$ cat src/rtl/tia_color_lum_registers_if.sv
// ============================================================================
// tia_color_lum_registers_if : pixel-side bus for the TIA colour/lum register bank
// Rev 1.0
// ============================================================================
`default_nettype none

interface tia_color_lum_registers_if;
  logic p0, m0, p1, m1, pf, bl;
  logic blank, cntd, score_bar, pfp_bar;
  logic d1, d2, d3, d4, d5, d6, d7;
  logic bkci, pfci, p1ci, p0ci;
  logic blk_bar;
  logic l0, l1, l2;
  logic c0, c1, c2, c3;

  modport master (
    output p0, m0, p1, m1, pf, bl, blank, cntd, score_bar, pfp_bar,
    output d1, d2, d3, d4, d5, d6, d7, bkci, pfci, p1ci, p0ci,
    input  blk_bar, l0, l1, l2, c0, c1, c2, c3
  );

  modport slave (
    input  p0, m0, p1, m1, pf, bl, blank, cntd, score_bar, pfp_bar,
    input  d1, d2, d3, d4, d5, d6, d7, bkci, pfci, p1ci, p0ci,
    output blk_bar, l0, l1, l2, c0, c1, c2, c3
  );
endinterface

`default_nettype wire

$ cat src/rtl/tia_color_lum_registers.sv
// ============================================================================
// tia_color_lum_registers : colour/luminance registers and priority encoder
// Rev 1.0
// ============================================================================
`default_nettype none

module tia_color_lum_registers (
  input  wire logic               clkp,
  input  wire logic               rst_bar,
  tia_color_lum_registers_if.slave bus
);

  logic [6:0] bk_reg, pf_reg, p1_reg, p0_reg;
  logic [6:0] data_word;
  logic [6:0] sel_word;
  logic [6:0] out_reg;
  logic       blk_reg;
  logic       hit_p0, hit_p1;

  assign data_word = {bus.d7, bus.d6, bus.d5, bus.d4, bus.d3, bus.d2, bus.d1};
  assign hit_p0    = bus.p0 | bus.m0;
  assign hit_p1    = bus.p1 | bus.m1;

  always_ff @(posedge clkp or negedge rst_bar) begin
    if (!rst_bar) begin
      bk_reg <= 7'd0;
      pf_reg <= 7'd0;
      p1_reg <= 7'd0;
      p0_reg <= 7'd0;
    end else begin
      if (bus.bkci) bk_reg <= data_word;
      if (bus.pfci) pf_reg <= data_word;
      if (bus.p1ci) p1_reg <= data_word;
      if (bus.p0ci) p0_reg <= data_word;
    end
  end

  // Score mode recolours only the playfield, using the player colour of the current screen half.
  always_comb begin
    sel_word = bk_reg;
    if (!bus.pfp_bar) begin
      if (bus.pf | bus.bl)  sel_word = pf_reg;
      else if (hit_p0)      sel_word = p0_reg;
      else if (hit_p1)      sel_word = p1_reg;
    end else begin
      if (hit_p0)           sel_word = p0_reg;
      else if (hit_p1)      sel_word = p1_reg;
      else if (bus.pf)      sel_word = bus.score_bar ? pf_reg : (bus.cntd ? p1_reg : p0_reg);
      else if (bus.bl)      sel_word = pf_reg;
    end
  end

  always_ff @(posedge clkp or negedge rst_bar) begin
    if (!rst_bar) begin
      out_reg <= 7'd0;
      blk_reg <= 1'b0;
    end else begin
      out_reg <= bus.blank ? 7'd0 : sel_word;
      blk_reg <= ~bus.blank;
    end
  end

  assign bus.blk_bar = blk_reg;
  assign bus.l0      = out_reg[0];
  assign bus.l1      = out_reg[1];
  assign bus.l2      = out_reg[2];
  assign bus.c0      = out_reg[3];
  assign bus.c1      = out_reg[4];
  assign bus.c2      = out_reg[5];
  assign bus.c3      = out_reg[6];

endmodule

`default_nettype wire

$ cat src/flat_wrapper.sv
// flat-port wrapper written by rule: the top's interface ports become plain ports
module tia_color_lum_registers_flat 
  (clkp, rst_bar, bus_p0, bus_m0, bus_p1, bus_m1, bus_pf, bus_bl, bus_blank, bus_cntd, bus_score_bar, bus_pfp_bar, bus_d1, bus_d2, bus_d3, bus_d4, bus_d5, bus_d6, bus_d7, bus_bkci, bus_pfci, bus_p1ci, bus_p0ci, bus_blk_bar, bus_l0, bus_l1, bus_l2, bus_c0, bus_c1, bus_c2, bus_c3);
  tia_color_lum_registers_if bus_i ();
  input  wire logic clkp;
  input  wire logic rst_bar;
  input wire logic [$bits(bus_i.p0)-1:0] bus_p0;
  input wire logic [$bits(bus_i.m0)-1:0] bus_m0;
  input wire logic [$bits(bus_i.p1)-1:0] bus_p1;
  input wire logic [$bits(bus_i.m1)-1:0] bus_m1;
  input wire logic [$bits(bus_i.pf)-1:0] bus_pf;
  input wire logic [$bits(bus_i.bl)-1:0] bus_bl;
  input wire logic [$bits(bus_i.blank)-1:0] bus_blank;
  input wire logic [$bits(bus_i.cntd)-1:0] bus_cntd;
  input wire logic [$bits(bus_i.score_bar)-1:0] bus_score_bar;
  input wire logic [$bits(bus_i.pfp_bar)-1:0] bus_pfp_bar;
  input wire logic [$bits(bus_i.d1)-1:0] bus_d1;
  input wire logic [$bits(bus_i.d2)-1:0] bus_d2;
  input wire logic [$bits(bus_i.d3)-1:0] bus_d3;
  input wire logic [$bits(bus_i.d4)-1:0] bus_d4;
  input wire logic [$bits(bus_i.d5)-1:0] bus_d5;
  input wire logic [$bits(bus_i.d6)-1:0] bus_d6;
  input wire logic [$bits(bus_i.d7)-1:0] bus_d7;
  input wire logic [$bits(bus_i.bkci)-1:0] bus_bkci;
  input wire logic [$bits(bus_i.pfci)-1:0] bus_pfci;
  input wire logic [$bits(bus_i.p1ci)-1:0] bus_p1ci;
  input wire logic [$bits(bus_i.p0ci)-1:0] bus_p0ci;
  output wire logic [$bits(bus_i.blk_bar)-1:0] bus_blk_bar;
  output wire logic [$bits(bus_i.l0)-1:0] bus_l0;
  output wire logic [$bits(bus_i.l1)-1:0] bus_l1;
  output wire logic [$bits(bus_i.l2)-1:0] bus_l2;
  output wire logic [$bits(bus_i.c0)-1:0] bus_c0;
  output wire logic [$bits(bus_i.c1)-1:0] bus_c1;
  output wire logic [$bits(bus_i.c2)-1:0] bus_c2;
  output wire logic [$bits(bus_i.c3)-1:0] bus_c3;
  assign bus_i.p0 = bus_p0;
  assign bus_i.m0 = bus_m0;
  assign bus_i.p1 = bus_p1;
  assign bus_i.m1 = bus_m1;
  assign bus_i.pf = bus_pf;
  assign bus_i.bl = bus_bl;
  assign bus_i.blank = bus_blank;
  assign bus_i.cntd = bus_cntd;
  assign bus_i.score_bar = bus_score_bar;
  assign bus_i.pfp_bar = bus_pfp_bar;
  assign bus_i.d1 = bus_d1;
  assign bus_i.d2 = bus_d2;
  assign bus_i.d3 = bus_d3;
  assign bus_i.d4 = bus_d4;
  assign bus_i.d5 = bus_d5;
  assign bus_i.d6 = bus_d6;
  assign bus_i.d7 = bus_d7;
  assign bus_i.bkci = bus_bkci;
  assign bus_i.pfci = bus_pfci;
  assign bus_i.p1ci = bus_p1ci;
  assign bus_i.p0ci = bus_p0ci;
  assign bus_blk_bar = bus_i.blk_bar;
  assign bus_l0 = bus_i.l0;
  assign bus_l1 = bus_i.l1;
  assign bus_l2 = bus_i.l2;
  assign bus_c0 = bus_i.c0;
  assign bus_c1 = bus_i.c1;
  assign bus_c2 = bus_i.c2;
  assign bus_c3 = bus_i.c3;
  tia_color_lum_registers u_core (.clkp(clkp), .rst_bar(rst_bar), .bus(bus_i));
endmodule
$ cat config.mk
export PLATFORM = sky130hd
export DESIGN_NAME = tia_color_lum_registers_flat
export DESIGN_NICKNAME = d
export VERILOG_FILES = /design/src/rtl/tia_color_lum_registers_if.sv /design/src/rtl/tia_color_lum_registers.sv /design/src/flat_wrapper.sv
export SDC_FILE = /design/constraint.sdc
export NUM_CORES = 1
export LEC_CHECK = 0
export ABC_CLOCK_PERIOD_IN_PS = 1400
export CELL_PAD_IN_SITES_DETAIL_PLACEMENT = 1
export CELL_PAD_IN_SITES_GLOBAL_PLACEMENT = 2
export CORE_MARGIN = 4
export CORE_UTILIZATION = 31
export DETAILED_ROUTE_END_ITERATION = 16
export HOLD_SLACK_MARGIN = 0.03
export PLACE_DENSITY_LB_ADDON = 0.1
export SLEW_MARGIN = 10
export SYNTH_ARGS = -nofsm -noshare
export SYNTH_HDL_FRONTEND = slang
export SYNTH_SLANG_ARGS = --single-unit
$ cat constraint.sdc
create_clock -name clkp -period 1.4 [get_ports clkp]
set_input_delay 0.28 -clock clkp [delete_from_list [all_inputs] [get_ports clkp]]
set_output_delay 0.28 -clock clkp [all_outputs]
set_load 0.02 [all_outputs]
# Word level (Yosys, flattened, before mapping)
# Index checks and enable logic that the tools add are counted.
[word_totals]
regBits = 36
latch_bits = 0
mem_bits_rw = 0
romBits = 0
output_inout_bits = 8
word_cells = 21
mem_count = 0
[op_classes]
addsub = 0
mul = 0
div_mod_pow = 0
magnitude_cmp = 0
n_eq_ne = 0
n_shift = 0
n_mux = 11
n_bitwise = 4
reduce_logical = 0
[op_table]
columns = ["operator", "n"]
rows = [
  ["$mux W7", 11],
  ["$or A1 B1 Y1", 3],
  ["$not A1 Y1", 1],
]

# Depth between registers and ports, before layout
# Gate-level depths: netlist of run 1.
[logic_depth]
word_depth = 7
ltp_mapped = 5
ltp_nobuf = 4

# Worst setup path before layout of run 1
# OpenSTA, ideal clock, no wires.
[synth_path]
kind = "input-to-reg"
from = "input port bus_cntd"
to = "register u_core.out_reg[0]"
setup_time_ns = 0.124
t_arrival_ns = 1.202
required_time_ns = 1.276
path_slack_ns = 0.074
cell_stages = 5
n_path_buf = 1
cell_sequence = "buf_6 mux2_4 o2111ai_1 a31oi_1 a211o_1"
[synth_between]
elab_chain_cells = 7
[synth_rtl]
columns = ["item", "line", "source"]
rows = [
  ["start: declaration", "flat_wrapper.sv:14", "input wire logic [$bits(bus_i.cntd)-1:0] bus_cntd;"],
  ["$mux W7 (3 in a row)", "tia_color_lum_registers.sv:48", "else if (bus.pf) sel_word = bus.score_bar ? pf_reg : (bus.cntd ? p1_reg : p0_reg);"],
  ["$mux W7", "tia_color_lum_registers.sv:47", "else if (hit_p1) sel_word = p1_reg;"],
  ["$mux W7", "tia_color_lum_registers.sv:46", "if (hit_p0) sel_word = p0_reg;"],
  ["$mux W7", "tia_color_lum_registers.sv:41", "if (!bus.pfp_bar) begin"],
  ["$mux W7", "tia_color_lum_registers.sv:58", "out_reg <= bus.blank ? 7'd0 : sel_word;"],
  ["end signal: assignment", "tia_color_lum_registers.sv:58", ""],
  ["end: declaration", "tia_color_lum_registers.sv:16", "logic [6:0] out_reg;"],
]
# No other way between the ends.
# A chain may end at the register's enable or synchronous reset.

# Worst setup path in the final report of run 1
[layout_path]
from = "input port bus_cntd"
to = "register u_core.out_reg[4]"
# The elaborated chain is that of the path after synthesis.

==> Flow_metrics.wiki, run 1 <==
{| class="wikitable"
! Metric !! Value
|-
| Number of global-route vias before repair || 1773
|-
| Count of distinct cell types in the synthesized netlist || 22
|-
| Average wire per standard cell || 22.09 um
|-
| Total number of H-tree levels || 2
|-
| Worst max-slew margin expressed relative to the limit || 71.11%
|-
| DR DRC count || 0
|-
| Die boundary height || 86.94 um
|-
| Final weighted congestion in routability-driven placement || 0.8072
|-
| Ratio of routed vias to standard cells || 5.409
|-
| Most frequent cells in the layout || mux2_2, dfrtp_1, buf_4
|-
| CTS Root Cell || clkbuf_8
|-
| Detailed Routing Iterations Pass 1 || 4
|-
| Area delta synth->final || 47.41%
|-
| Type of origin of the critical path || input pin
|-
| Maximum capacitance violations || 0
|-
| Final number of hold-violating endpoints || 0
|-
| Syn Std Cell Area || 0.001932 mm^2
|-
| Worst setup path class || input pin to flip-flop
|-
| Total die area || 0.007559 mm^2
|-
| Maximum vdd drop || 0.0005046 V
|-
| I/O pin count || 31
|-
| Number of placement rows || 28
|-
| Post-Synthesis Cells || 170
|-
| Status || finished clean
|-
| Class of the tightest hold or removal check || input pin to flip-flop
|-
| Skew-Pair Late Insertion Delay || 300 ps
|-
| Arr. time, crit path || 1550 ps
|-
| Clock slew at the register clock pins of the worst setup and hold paths || 70 ps
|-
| Setup Viol. Count Final || 0
|-
| Antenna violations before repair || 0
|-
| Initial Util || 32.25%
|-
| Final antenna-violating net count || 0
|-
| RSZ-0062 raised after global routing || true
|-
| Net count after synthesis || 193
|-
| Most common cell after layout, fill and taps aside || mux2_2
|-
| Non-filler cells, final || 301
|-
| Total Power || 2658 uW
|-
| Max Freq || 726.9 MHz
|-
| Post-DP HPWL || 4408 um
|-
| Pin count of the biggest net entering global routing || 23
|-
| GRT Util Overall || 18.63%
|-
| TritonCTS buffer count || 5
|-
| Time the final worst path needs with I/O delays and setup || 1376 ps
|-
| Synth top area share || 46.63%
|-
| Proportion of layout cells with a drive suffix above 1 || 46.46%
|-
| Nets || 248
|-
| TritonCTS clock tree || yes
|-
| Worst hold margin || 321.9 ps
|-
| Biggest area contributors in the synthesized netlist || dfrtp_1, mux2_2, mux2_4, a21oi_1, o21ai_0
|-
| Crit-path max FO || 7
|-
| Slew at the pin closest to its max-slew limit || 432.3 ps
|-
| Areal power density over the cells || 933.3 mW/mm^2
|-
| Max clock buf depth || 2
|-
| Library cell occupying the most area in the post-synthesis netlist || dfrtp_1
|-
| Placed Cells || 283
|-
| Total of buffers placed on input and output ports || 30
|-
| Final global-route overflow total || 0
|-
| Post-Place Setup Slack || -798.8 ps
|-
| Synth Area per Inst || 11.36 um^2
|-
| Post-Route Utilization || 47.54%
|-
| Crit. End Element || flip-flop
|-
| Required time at the worst-slack endpoint || 1580 ps
|-
| Die span in x || 86.94 um
|-
| Final worst path period share || 98.26%
|-
| Sequential cell area fraction in the yosys report || 46.63%
|-
| Wire length of the first global-routing pass || 10230 um
|-
| Static power due to leakage || 0.001221 uW
|-
| Antenna cell count || 0
|-
| Detailed router's first-iteration violation count || 71
|-
| Maximum clock skew at final layout || 11.75 ps
|-
| Via Count || 1628
|-
| Final critical-path setup slack || 24.34 ps
|-
| Number of max-slew violations in the final report || 0
|-
| Number of storage elements in the synthesis netlist || 36
|-
| Total wire length after detailed routing || 6649 um
|-
| Standard cell core area || 0.005991 mm^2
|-
| Clock sink total || 36
|-
| Yosys warns || 0
|}
## synth_stat cells, drive strengths merged
library cell	count
a211o	7
a21oi	14
a31oi	7
buf	4
clkbuf	8
dfrtp	36
inv	1
mux2	42
nand2	14
nand2b	7
nor2	3
nor2b	1
nor3	2
nor4	1
o2111ai	7
o21ai	14
or2	2
## layer usage
metal	vias up	GRT usage, %	part of all wire [%]
met1	837	24.06	44
met2	41	30.85	50
met4	0	4.958	1.3
met5	-	0	0
met3	10	4.825	4.7
li1	740	-	-
## kinds of logic (layout without fill, tap and decap cells)
kind of cell,count (synthesis),count (layout),synth area share [%]
AND/OR/NAND/NOR,30,30,8.419
flip-flops,36,36,46.63
buffers and inverters,13,69,3.432
AO/OA/AOI/OAI,49,49,15.87
multiplexers,42,42,25.65
## area by class of cell
cell class	instances	area [um^2]
Sequential cell	36	902.1
Timing Repair Buffer	60	641.9
Fill cell	630	3143
Clock inverter	3	18.77
Multi-Input combinational cell	121	1119
Tap cell	75	93.84
Inverter	1	3.754
Clock buffer	5	68.82
## final timing paths
check                                  from  slack, ps            endpoint  depth (start not counted)
max in group asynchronous           rst_bar        490    u_core.p1_reg[6]                          3
hold / removal                    bus_blank        320  u_core.bus.blk_bar                          2
min in group asynchronous           rst_bar        440    u_core.bk_reg[4]                          2
setup reg to reg           u_core.p1_reg[4]         40   u_core.out_reg[4]                          4
setup / recovery                   bus_cntd         20   u_core.out_reg[4]                          6
hold reg to reg            u_core.pf_reg[0]        550   u_core.out_reg[0]                          1
## report_power, final
group / internal (uW) / switching (uW) / total, uW
Clock: 347 / 402 / 748
Combinational: 371 / 313 / 684
Sequential: 1140 / 82.2 / 1230
## metrics by stage
stage	instance area (um^2)	setup TNS, ps
final	2848	0
after floorplan	1932	0
after CTS	2724	0
after global routing	2848	-24.00
after detailed placement	2521	-5215
after global placement	2521	-4526
## worst max-delay path, stage by stage
cell,delay (ps)
dlygate4sd2_1,260
buf_12,150
mux2_4,300
o2111ai_2,160
a31oi_1,120
a211o_1,280
## repair_timing
action                                  4_1_cts  5_1_grt
pin swaps                                     7       11
resized for setup                            36       19
hold buffers                                  1        0
endpoints found under the setup margin       15        7
gates cloned                                  1        0
endpoints found under the hold margin        14        0
setup buffers                                 2        7
(Power assumes the default switching activity.)
==> inputs of run 2 (changes only) <==
--- a/config.mk
+++ b/config.mk
@@ -5,12 +5,13 @@
 export SDC_FILE = /design/constraint.sdc
 export NUM_CORES = 1
 export LEC_CHECK = 0
-export ABC_CLOCK_PERIOD_IN_PS = 1400
+export ABC_CLOCK_PERIOD_IN_PS = 1200
 export CELL_PAD_IN_SITES_DETAIL_PLACEMENT = 1
 export CELL_PAD_IN_SITES_GLOBAL_PLACEMENT = 2
 export CORE_MARGIN = 4
-export CORE_UTILIZATION = 31
+export CORE_UTILIZATION = 37
 export DETAILED_ROUTE_END_ITERATION = 16
+export DONT_BUFFER_PORTS = 1
 export HOLD_SLACK_MARGIN = 0.03
 export PLACE_DENSITY_LB_ADDON = 0.1
 export SLEW_MARGIN = 10
==> constraint.sdc (replaced) <==
create_clock -name clkp -period 1.2 [get_ports clkp]
set_input_delay 0.24 -clock clkp [delete_from_list [all_inputs] [get_ports clkp]]
set_output_delay 0.24 -clock clkp [all_outputs]
set_load 0.02 [all_outputs]
==> run 2 against run 1 <==
- the flow now finishes with violations (negative setup slack)
- first-iteration DRC count fell by 56%
- clock power rose by 24%
- register-to-register slack got worse by 160 ps
- clock-buffer cell count rose by 2
- combinational power fell by 21%
- worst hold slack got worse by 220 ps
- global-route usage rose by 0.89 points
- critical path type is now flip-flop to flip-flop
==> Flow_metrics.wiki, run 2 (same netlist as run 1, synthesis figures left out) <==
{| class="wikitable"
! Metric !! Value
|-
| Status || complete, but fails checks
|-
| Violated checks || negative setup slack
|-
| Die boundary height || 80.26 um (-7.7%)
|-
| Crit-path max FO || 2 (-5)
|-
| Setup Viol. Count Final || 7 (+7)
|-
| Post-DP HPWL || 3880 um (-12%)
|-
| Required time at the worst-slack endpoint || 1370 ps (-210 ps)
|-
| Skew-Pair Late Insertion Delay || 280 ps (-20 ps)
|-
| Most frequent cells in the layout || dfrtp_1, mux2_2, buf_4
|-
| Placed Cells || 251 (-11%)
|-
| Proportion of layout cells with a drive suffix above 1 || 45.41% (-1.1 points)
|-
| Nets || 219 (-12%)
|-
| Detailed Routing Iterations Pass 1 || 4 (unchanged)
|-
| Ratio of routed vias to standard cells || 5.538 (+2.4%)
|-
| Number of placement rows || 26 (-7.1%)
|-
| Via Count || 1473 (-9.5%)
|-
| Final antenna-violating net count || 0 (unchanged)
|-
| Areal power density over the cells || 1231 mW/mm^2 (+32%)
|-
| Die span in x || 80.26 um (-7.7%)
|-
| Worst max-slew margin expressed relative to the limit || 47.87% (-23 points)
|-
| Type of origin of the critical path || flip-flop
|-
| Maximum clock skew at final layout || 3.199 ps (-8.552 ps)
|-
| Final critical-path setup slack || -115.0 ps (-139.4 ps)
|-
| Most common cell after layout, fill and taps aside || dfrtp_1
|-
| Clock slew at the register clock pins of the worst setup and hold paths || 70 ps (about the same)
|-
| Standard cell core area || 0.005075 mm^2 (-15%)
|-
| Final global-route overflow total || 0 (unchanged)
|-
| Number of global-route vias before repair || 1626 (-8.3%)
|-
| Slew at the pin closest to its max-slew limit || 779.0 ps (+346.7 ps)
|-
| RSZ-0062 raised after global routing || true
|-
| Number of max-slew violations in the final report || 0 (unchanged)
|-
| Worst hold margin || 100.5 ps (-221.4 ps)
|-
| Maximum capacitance violations || 0 (unchanged)
|-
| TritonCTS clock tree || yes
|-
| Total wire length after detailed routing || 5760 um (-13%)
|-
| Worst setup path class || flip-flop to flip-flop
|-
| Average wire per standard cell || 21.65 um (-2.0%)
|-
| Total die area || 0.006442 mm^2 (-15%)
|-
| I/O pin count || 31 (unchanged)
|-
| Final weighted congestion in routability-driven placement || 0.8010 (-0.77%)
|-
| Time the final worst path needs with I/O delays and setup || 1315 ps
|-
| Maximum vdd drop || 0.0006364 V (+26%)
|-
| Final worst path period share || 109.6%
|-
| Standard cell area after detailed placement || 0.002192 mm^2 (-13%)
|-
| Detailed router's first-iteration violation count || 31 (-56%)
|-
| Crit. End Element || flip-flop
|-
| Area delta synth->final || 22.67%
|-
| Arr. time, crit path || 1490 ps (-60 ps)
|-
| Clock sink total || 36 (unchanged)
|-
| Fillers || 564 (-10%)
|-
| Non-filler cells, final || 266 (-12%)
|-
| Total number of H-tree levels || 2 (unchanged)
|-
| Final setup TNS || -576.5 ps (-576.5 ps)
|-
| Max Freq || 760.4 MHz
|-
| Antenna cell count || 0 (unchanged)
|-
| Post-route design area || 0.002370 mm^2 (-17%)
|-
| Initial Util || 38.07% (+5.8 points)
|-
| Final number of hold-violating endpoints || 0 (unchanged)
|-
| DR DRC count || 0 (unchanged)
|-
| Total of buffers placed on input and output ports || 0 (-100%)
|-
| Critical path's largest stage delay || 400 ps (+100 ps)
|-
| Post-Route Utilization || 46.70% (-0.84 points)
|-
| Critical-path cell list || mux2_4, o2111ai_2, a31oi_1, a211o_1
|-
| CTS Root Cell || clkbuf_8
|-
| Wire length of the first global-routing pass || 9108 um (-11%)
|-
| TritonCTS buffer count || 5 (unchanged)
|-
| Class of the tightest hold or removal check || input pin to flip-flop
|-
| Pin count of the biggest net entering global routing || 37 (+61%)
|-
| Cell type of the slowest stage on the worst timing path || dfrtp_1
|-
| Max clock buf depth || 2 (unchanged)
|-
| Antenna violations before repair || 0 (unchanged)
|-
| Static power due to leakage || 0.001003 uW (-18%)
|-
| GRT Util Overall || 19.52% (+0.89 points)
|}
==> run 2: cell count changes in the layout (fill, tap and decap cells not counted), moves of 7 or more <==
cell             before  now
a21oi_1               6   13
a21oi_4               7    0
buf_12                9    2
buf_4                19   27
clkdlybuf4s50_1      12    0
dlygate4sd2_1        12    0
==> run 2: area by class of cell <==
type,instances,area [um^2],area share [%]
sequential,36,900.9,38.01
tap,70,87.58,3.696
timing repair buffer,31,262.8,11.09
multi-input combinational,121,1018,42.98
clock buffer,7,96.34,4.065
inverter,1,3.754,0.1584
==> run 2: final timing paths <==
path	start	slack (ps)	end	cells past startpoint
setup reg to reg	u_core.p0_reg[3]	-120	u_core.out_reg[3]	4
min in group asynchronous	rst_bar	430	u_core.out_reg[1]	2
hold reg to reg	u_core.bk_reg[6]	550	u_core.bk_reg[6]	1
setup / recovery	u_core.p0_reg[3]	-120	u_core.out_reg[3]	4
hold / removal	bus_d5	100	u_core.p1_reg[4]	1
max in group asynchronous	rst_bar	580	u_core.pf_reg[0]	2
==> run 2: worst max-delay path, delay by kind of cell (launching register included) <==
family / cells / cell delay, ps
AO/OA/AOI/OAI: 3 / 520
flip-flops: 1 / 400
multiplexers: 1 / 280
==> run 2: what timing repair did <==
| item | CTS | global route |
|---|---|---|
| setup endpoints to repair | 7 | 7 |
| endpoints found under the hold margin | 37 | 0 |
| buffers inserted | 4 | 1 |
| gates cloned | 0 | 0 |
| gates resized for setup | 0 | 2 |
| pin swaps | 10 | 5 |
| hold buffers | 3 | 0 |
==> run 2: metrics by stage <==
stage / setup slack [ps] / power (uW)
final: -115.0 / 2918
after global routing: -176.0 / 3073
after detailed placement: -177.3 / 1942
after global placement: -131.6 / 1918
after CTS: -95.72 / 2950
after floorplan: -52.14 / 1797
==> run 2: report_power, final <==
part | switching [uW] | internal (uW) | total (uW) | leakage (uW)
combinational | 209 | 331 | 540 | 0.000523
sequential | 113 | 1330 | 1450 | 0.000430
clock | 420 | 511 | 931 | 0.0000503
==> run 2: metal layers <==
metal	share of wire [%]	up-vias	GRT usage (%)	wire length [um]
met5	0	-	0	0
met4	1.7	0	7.264	99
met3	4.0	10	4.484	229
met2	48	35	32.53	2783
met1	46	751	24.49	2647
li1	-	677	-	-
